[config.mk]
export PLATFORM = sky130hd
export DESIGN_NAME = serial_word_deserializer
export DESIGN_NICKNAME = d
export VERILOG_FILES = /design/src/rtl/serial_word_deserializer.sv
export SDC_FILE = /design/constraint.sdc
export NUM_CORES = 1
export LEC_CHECK = 0
export CORE_MARGIN = 5
export CORE_UTILIZATION = 30
export DETAILED_ROUTE_END_ITERATION = 16
export GPL_ROUTABILITY_DRIVEN = 0
export GPL_TIMING_DRIVEN = 1
export PLACE_DENSITY = 0.6
export SLEW_MARGIN = 10
export SYNTH_ARGS = -nofsm -noshare
export SYNTH_HDL_FRONTEND = slang
export SYNTH_SLANG_ARGS = --single-unit
[constraint.sdc]
create_clock -name clk -period 1.4 [get_ports clk]
set_input_delay 0.14 -clock clk [delete_from_list [all_inputs] [get_ports clk]]
set_output_delay 0.14 -clock clk [all_outputs]
set_load 0.03 [all_outputs]
[src/rtl/serial_word_deserializer.sv]
// Framed serial-to-parallel receiver: assembles WIDTH-bit words (MSB- or LSB-first) behind a valid/ready output register.
// Optional trailing even-parity bit per word: define SERIAL_WORD_DESERIALIZER_PARITY_EN.
module serial_word_deserializer #(
  parameter int WIDTH = 8
) (
  input  logic             clk,
  input  logic             reset,
  input  logic             start,
  input  logic             msb_first,
  input  logic             bit_valid,
  input  logic             bit_in,
  input  logic             word_ready,
  input  logic             err_clr,
  output logic             word_valid,
  output logic [WIDTH-1:0] word_out,
  output logic             word_perr,
  output logic             overrun,
  output logic             busy
);

  localparam int CW = $clog2(WIDTH + 1);

`ifdef SERIAL_WORD_DESERIALIZER_PARITY_EN
  typedef enum logic [1:0] {IDLE, DATA, PARITY} state_t;
`else
  typedef enum logic [1:0] {IDLE, DATA} state_t;
`endif

  state_t           state_q, state_d;
  logic [WIDTH-1:0] acc_q, acc_d;
  logic [CW-1:0]    cnt_q, cnt_d;
  logic             msb_q, msb_d;
  logic             done;
`ifdef SERIAL_WORD_DESERIALIZER_PARITY_EN
  logic             perr_new;
`endif

  function automatic logic [WIDTH-1:0] shift_in(input logic [WIDTH-1:0] acc,
                                                 input logic msb, input logic b);
    if (msb) return {acc[WIDTH-2:0], b};
    return {b, acc[WIDTH-1:1]};
  endfunction

  always_ff @(posedge clk or posedge reset) begin
    if (reset) begin
      state_q <= IDLE;
      acc_q   <= '0;
      cnt_q   <= '0;
      msb_q   <= 1'b0;
    end else begin
      state_q <= state_d;
      acc_q   <= acc_d;
      cnt_q   <= cnt_d;
      msb_q   <= msb_d;
    end
  end

  // start wins over everything and restarts the frame; a coincident bit becomes bit 0
  always_comb begin
    state_d  = state_q;
    acc_d    = acc_q;
    cnt_d    = cnt_q;
    msb_d    = msb_q;
    done     = 1'b0;
`ifdef SERIAL_WORD_DESERIALIZER_PARITY_EN
    perr_new = 1'b0;
`endif
    if (start) begin
      state_d = DATA;
      msb_d   = msb_first;
      cnt_d   = '0;
      if (bit_valid) begin
        acc_d = shift_in(acc_q, msb_first, bit_in);
        cnt_d = CW'(1);
      end
    end else if (bit_valid) begin
      case (state_q)
        DATA: begin
          acc_d = shift_in(acc_q, msb_q, bit_in);
          if (cnt_q == CW'(WIDTH - 1)) begin
            cnt_d = '0;
`ifdef SERIAL_WORD_DESERIALIZER_PARITY_EN
            state_d = PARITY;
`else
            done = 1'b1;
`endif
          end else begin
            cnt_d = cnt_q + CW'(1);
          end
        end
`ifdef SERIAL_WORD_DESERIALIZER_PARITY_EN
        PARITY: begin
          done     = 1'b1;
          perr_new = ^{acc_q, bit_in};
          state_d  = DATA;
        end
`endif
        default: ;
      endcase
    end
  end

  // Output register: a completion is dropped (and flagged) only if the held word is not being consumed
  always_ff @(posedge clk or posedge reset) begin
    if (reset) begin
      word_valid <= 1'b0;
      word_out   <= '0;
      overrun    <= 1'b0;
    end else begin
      if (done) begin
        if (!word_valid || word_ready) begin
          word_valid <= 1'b1;
          word_out   <= acc_d;
        end
      end else if (word_ready) begin
        word_valid <= 1'b0;
      end
      if (done && word_valid && !word_ready) overrun <= 1'b1;
      else if (err_clr)                      overrun <= 1'b0;
    end
  end

`ifdef SERIAL_WORD_DESERIALIZER_PARITY_EN
  always_ff @(posedge clk or posedge reset) begin
    if (reset)                                  word_perr <= 1'b0;
    else if (done && (!word_valid || word_ready)) word_perr <= perr_new;
  end
`else
  assign word_perr = 1'b0;
`endif

  assign busy = (state_q != IDLE);

endmodule
Yosys cells after proc, flatten, opt, wreduce, memory -nomap -nowiden

Cells that the tools add are included.

Bits in registers: 24
Bits in latches: 0
Bits in writable memories: 0
ROM bits: 0
Input port bits: 8
Output and inout port bits: 12
Word-level logic and storage cells: 51
Memories kept: 0

$add $sub $neg: 1
Multipliers: 0
Divide/modulo/power cells: 0
Magnitude comparators: 0
Equality and inequality tests: 2
Shift operators: 0
Mux-type cells: 29
Bitwise logic cells: 0
Reductions and logical operators: 12

Operators by type and width:

| cell                | number |
|---|---|
| $mux 8              | 8 |
| $mux 1              | 17 |
| $mux 4              | 4 |
| $reduce_bool 2->1   | 4 |
| $reduce_and 2->1    | 3 |
| $add 4x1->4 const B | 1 |
| $eq 4x3->1 const B  | 1 |
| $logic_and 1x1->1   | 2 |
| $logic_not 1->1     | 2 |
| $ne 2x1->1 const B  | 1 |
| $logic_or 1x1->1    | 1 |

Depth between registers and ports, before layout

Word-level depth: 8
Depth in mapped cells: 5
Depth with buffers taken out: 4

Least setup slack after synthesis

OpenSTA, ideal clock, no wires.

Path kind: flip-flop to flip-flop
From: register cnt_q[0]
To: register word_out[7]
Library setup time: 0.132 ns
Arrival time: 1.300 ns
Required time: 1.268 ns
Path slack: -0.032 ns
Cell stages (with the launch flop): 6
Buffers on the path: 1
Period minus slack after synthesis: 1.432 ns
Cells stage by stage: dfrtp_1 > ha_1 > nor3b_4 > and3_1 > buf_6 > a31oi_1

Word-level cells in the longest chain between the ends: 6

RTL lines:

| what                       | line | text |
|---|---|---|
| start, declared            | 31   | `logic [CW-1:0] cnt_q, cnt_d;` |
| start signal, assigned     | 53   | `cnt_q <= cnt_d;` |
| $eq 4x3->1                 | 80   | `if (cnt_q == CW'(WIDTH - 1)) begin` |
| $mux 1                     | 80   |  |
| $mux 1                     | 77   | `case (state_q)` |
| $mux 1                     | 76   | `end else if (bit_valid) begin` |
| $mux 1                     | 68   | `if (start) begin` |
| $reduce_and 2->1 (no line) | --   |  |
| end signal, assigned       | 107  | `word_out <= '0;` |
| end signal, assigned       | 113  | `word_out <= acc_d;` |
| end, declared              | 15   | `output logic [WIDTH-1:0] word_out,` |

No other way between the ends.
A chain may end at the register's enable or synchronous reset.

Worst setup path in the final report

From: register cnt_q[0]
To: register word_out[0]

Same word-level chain as after synthesis.

==> reports/metrics.cfg <==
[final_layout]
nFillCells=451
n_antenna_cell=0
drive_gt1_share_pct=18.5
nets=167
area_growth_pct=28.1
seqCellArea_um2=603
multi_input_comb_area_um2=648
fin_cells=209

[clock_network]
post_cts_buffers=0
cts_inserted_buffers=3
clkTransAtPathRegs_ps=90
h-tree-depth=1
clkSinkCount=24
clock_latency_ps=270
clockRootBuffer=clkbuf_8
cts_tree=yes
hold_buffers=0
cts_buffer_depth=2

[pwr]
peakVddDrop_v=0.000778
power_uw=1700
swShare_pct=29.5
powerDensity_nw_per_um2=1000
p_comb_share_pct=22.0
pwr-share-seq_pct=49.7
power.switching_uw=502
clkPwrFrac_pct=28.3
p_leak_uw=0.000853
p_int_uw=1200

[hold_path]
min_path_type=in -> async

[critical_path]
worstPathMaxFanout=5
cp.required_ps=1590
slowest_delay_ps=400
worstPathCellList=ha_2, nor3b_4, and3_1, buf_4, a31oi_1
critPathTopFamily=flip-flops
critPathLaunchType=flop
crit_slowest_cell=dfrtp_1
arrival_ps=1530
end_kind=flop
critPathBufInv=1
crit_type=reg -> reg

[grt]
overflow=0
grt_use_total_pct=11.6
grt_pass1_wl_um=5580
grt_max_degree=25
antenna_found_initial=0
grt_pass1_vias=1128

[floorplan]
rows=24
chipWidth_um=76.6
initial_core_util_pct=30.7
dieArea_um2=5860
die_height_um=76.6
core_area_um2=4320
io_pins=20

[yosys]
yosysWarnings=0
netlist_area_um2=1330
syn-num-nets=139
yosysSeqAreaShare_pct=45.2
synth_top_family_by_area=compound AO/OA/AOI/OAI gates
synth-xor-area-share_pct=0.659
synth_compound_gate_area_share_pct=24.2
synthMuxAreaShare_pct=12.9
ys_types=30
synthSimpleGateAreaFrac_pct=9.60
synth_cells=130
synth.avg_cell_area_um2=10.2
synth-seq-cells=24
synth_fa_ha_area_share_pct=0.942

[timing]
period_share_pct=95.8
min_period_ps=1340
final.setup_skew_ps=1.80
slew_viol_final=0
finalHoldViolations=0
setup_viol=0
fmax_mhz=746
grt_setup_unrepaired=no

[drt]
drtAntennaViolNets=0
drt_iter0_markers=106
routedWlPerCell_um=15.6
first_pass_iters=4
routed_wl_um=3260
vias=1115
route.detailed.drc=0
drt-vias-per-instance=5.33

[place]
place.detailed.hpwl_um=2320
dp_cells=205
port_buffers=18

[outcome]
outcome=finished clean

[job]
drv_cap=0

[final timing paths]
check,start,slack (ps),cells past startpoint,endpoint
max in group asynchronous,reset,940,3,state_q[0]
min,reset,210,3,word_out[1]
min reg2reg,overrun,530,2,overrun
max reg2reg,cnt_q[0],60,5,word_out[0]
max,cnt_q[0],60,5,word_out[0]
min in group clk,start,250,2,cnt_q[1]
[power groups by stage]
stage / clock [uW] / sequential [uW] / combinational, uW
5_1_grt: 532 / 856 / 416
4_1_cts: 492 / 844 / 379
3_5_place_dp: 0 / 857 / 385
2_1_floorplan: 0 / 848 / 253
3_3_place_gp: 0 / 855 / 375
6_report: 481 / 846 / 375
[state kept, by name, summed over array words and instances, names as in the netlist]
signal,count
word_out,8
acc_q,8
cnt_q,4
msb_q,1
state_q,1
word_valid,1
overrun,1
[cells by family (layout without fill, tap and decap cells)]
| family | after synthesis | in the layout |
|---|---|---|
| adders and majority gates | 1 | 1 |
| other | 1 | 1 |
| buffers and inverters | 15 | 42 |
| AOI/OAI and AO/OA | 47 | 47 |
| muxes | 17 | 17 |
| xor gates and xnor gates | 1 | 1 |
| and+or+nand+nor | 24 | 24 |
| DFF | 24 | 24 |
[metal layers]
metal | GRT usage, % | vias to the layer above | share of wire, %
met1 | 15.9 | 538 | 49
met3 | 4.02 | 6 | 6.8
met4 | 4.90 | 0 | 1.7
li1 | - | 533 | -
met2 | 16.3 | 38 | 43
met5 | 0 | - | 0
[per-stage QoR]
stage | setup TNS (ps) | hold slack, ps | utilization (%) | worst slack (ps) | instance area [um^2]
after floorplan | -105 | 155 | - | -23.7 | 1330
after global placement | -2210 | 516 | 38.3 | -174 | 1650
after detailed placement | -3400 | 515 | 38.3 | -243 | 1650
after CTS | 0 | 222 | 39.2 | 18.8 | 1700
after global routing | 0 | 242 | 39.4 | 1.00 | 1700
final | 0 | 210 | 39.4 | 59.5 | 1700
[Yosys cell counts (all sizes together)]
cell,number,area (um^2)
and3,2,12.5
a21o,8,60.1
xor2,1,8.76
a2bb2oi,8,70.1
nor2,2,7.51
mux2i,16,160
a31oi,16,100
clkbuf,3,12.5
nand3b,2,15.0
a21oi,3,18.8
a31o,2,17.5
ha,1,12.5
nand3,2,10.0
mux2,1,11.3
nor3b,1,18.8
buf,8,55.1
o22ai,1,6.26
nand2,12,45.0
nand4,1,6.26
o21ai,8,40.0
or2,1,6.26
nand2b,1,6.26
inv,4,15.0
dfrtp,24,601
a22o,1,8.76
conb,1,3.75
[worst register-to-register path, delay by kind of cell (launching register included)]
family                   cells  cell delay, ps
AO/OA/AOI/OAI                1             140
buffers and inverters        1             160
AND/OR/NAND/NOR              2             360
adder cells (fa/ha/maj)      1             200
flip-flops                   1             400
[cells in the final DEF, fill, tap and decap left out, drive strengths merged, types with 3 or more instances in the layout]
cell type | synthesis | final
dlygate4sd2 | 0 | 10
clkbuf | 3 | 4
a2bb2oi | 8 | 8
nand2 | 12 | 12
buf | 8 | 16
a21oi | 3 | 3
clkdlybuf4s50 | 0 | 6
inv | 4 | 4
dfrtp | 24 | 24
o21ai | 8 | 8
mux2i | 16 | 16
a21o | 8 | 8
a31oi | 16 | 16
[area by class of cell]
class | instances | share of cell area, %
Multi-Input combinational cell | 91 | 38.1
Tap cell | 52 | 3.82
Timing Repair Buffer | 34 | 18.5
Clock buffer | 4 | 3.24
Sequential cell | 24 | 35.4
Inverter | 4 | 0.882
[what timing repair did]
item | CTS | global route
resized for setup | 11 | 4
gates cloned | 0 | 0
setup endpoints to repair | 11 | 8
Power figures use the tool's default switching activity.
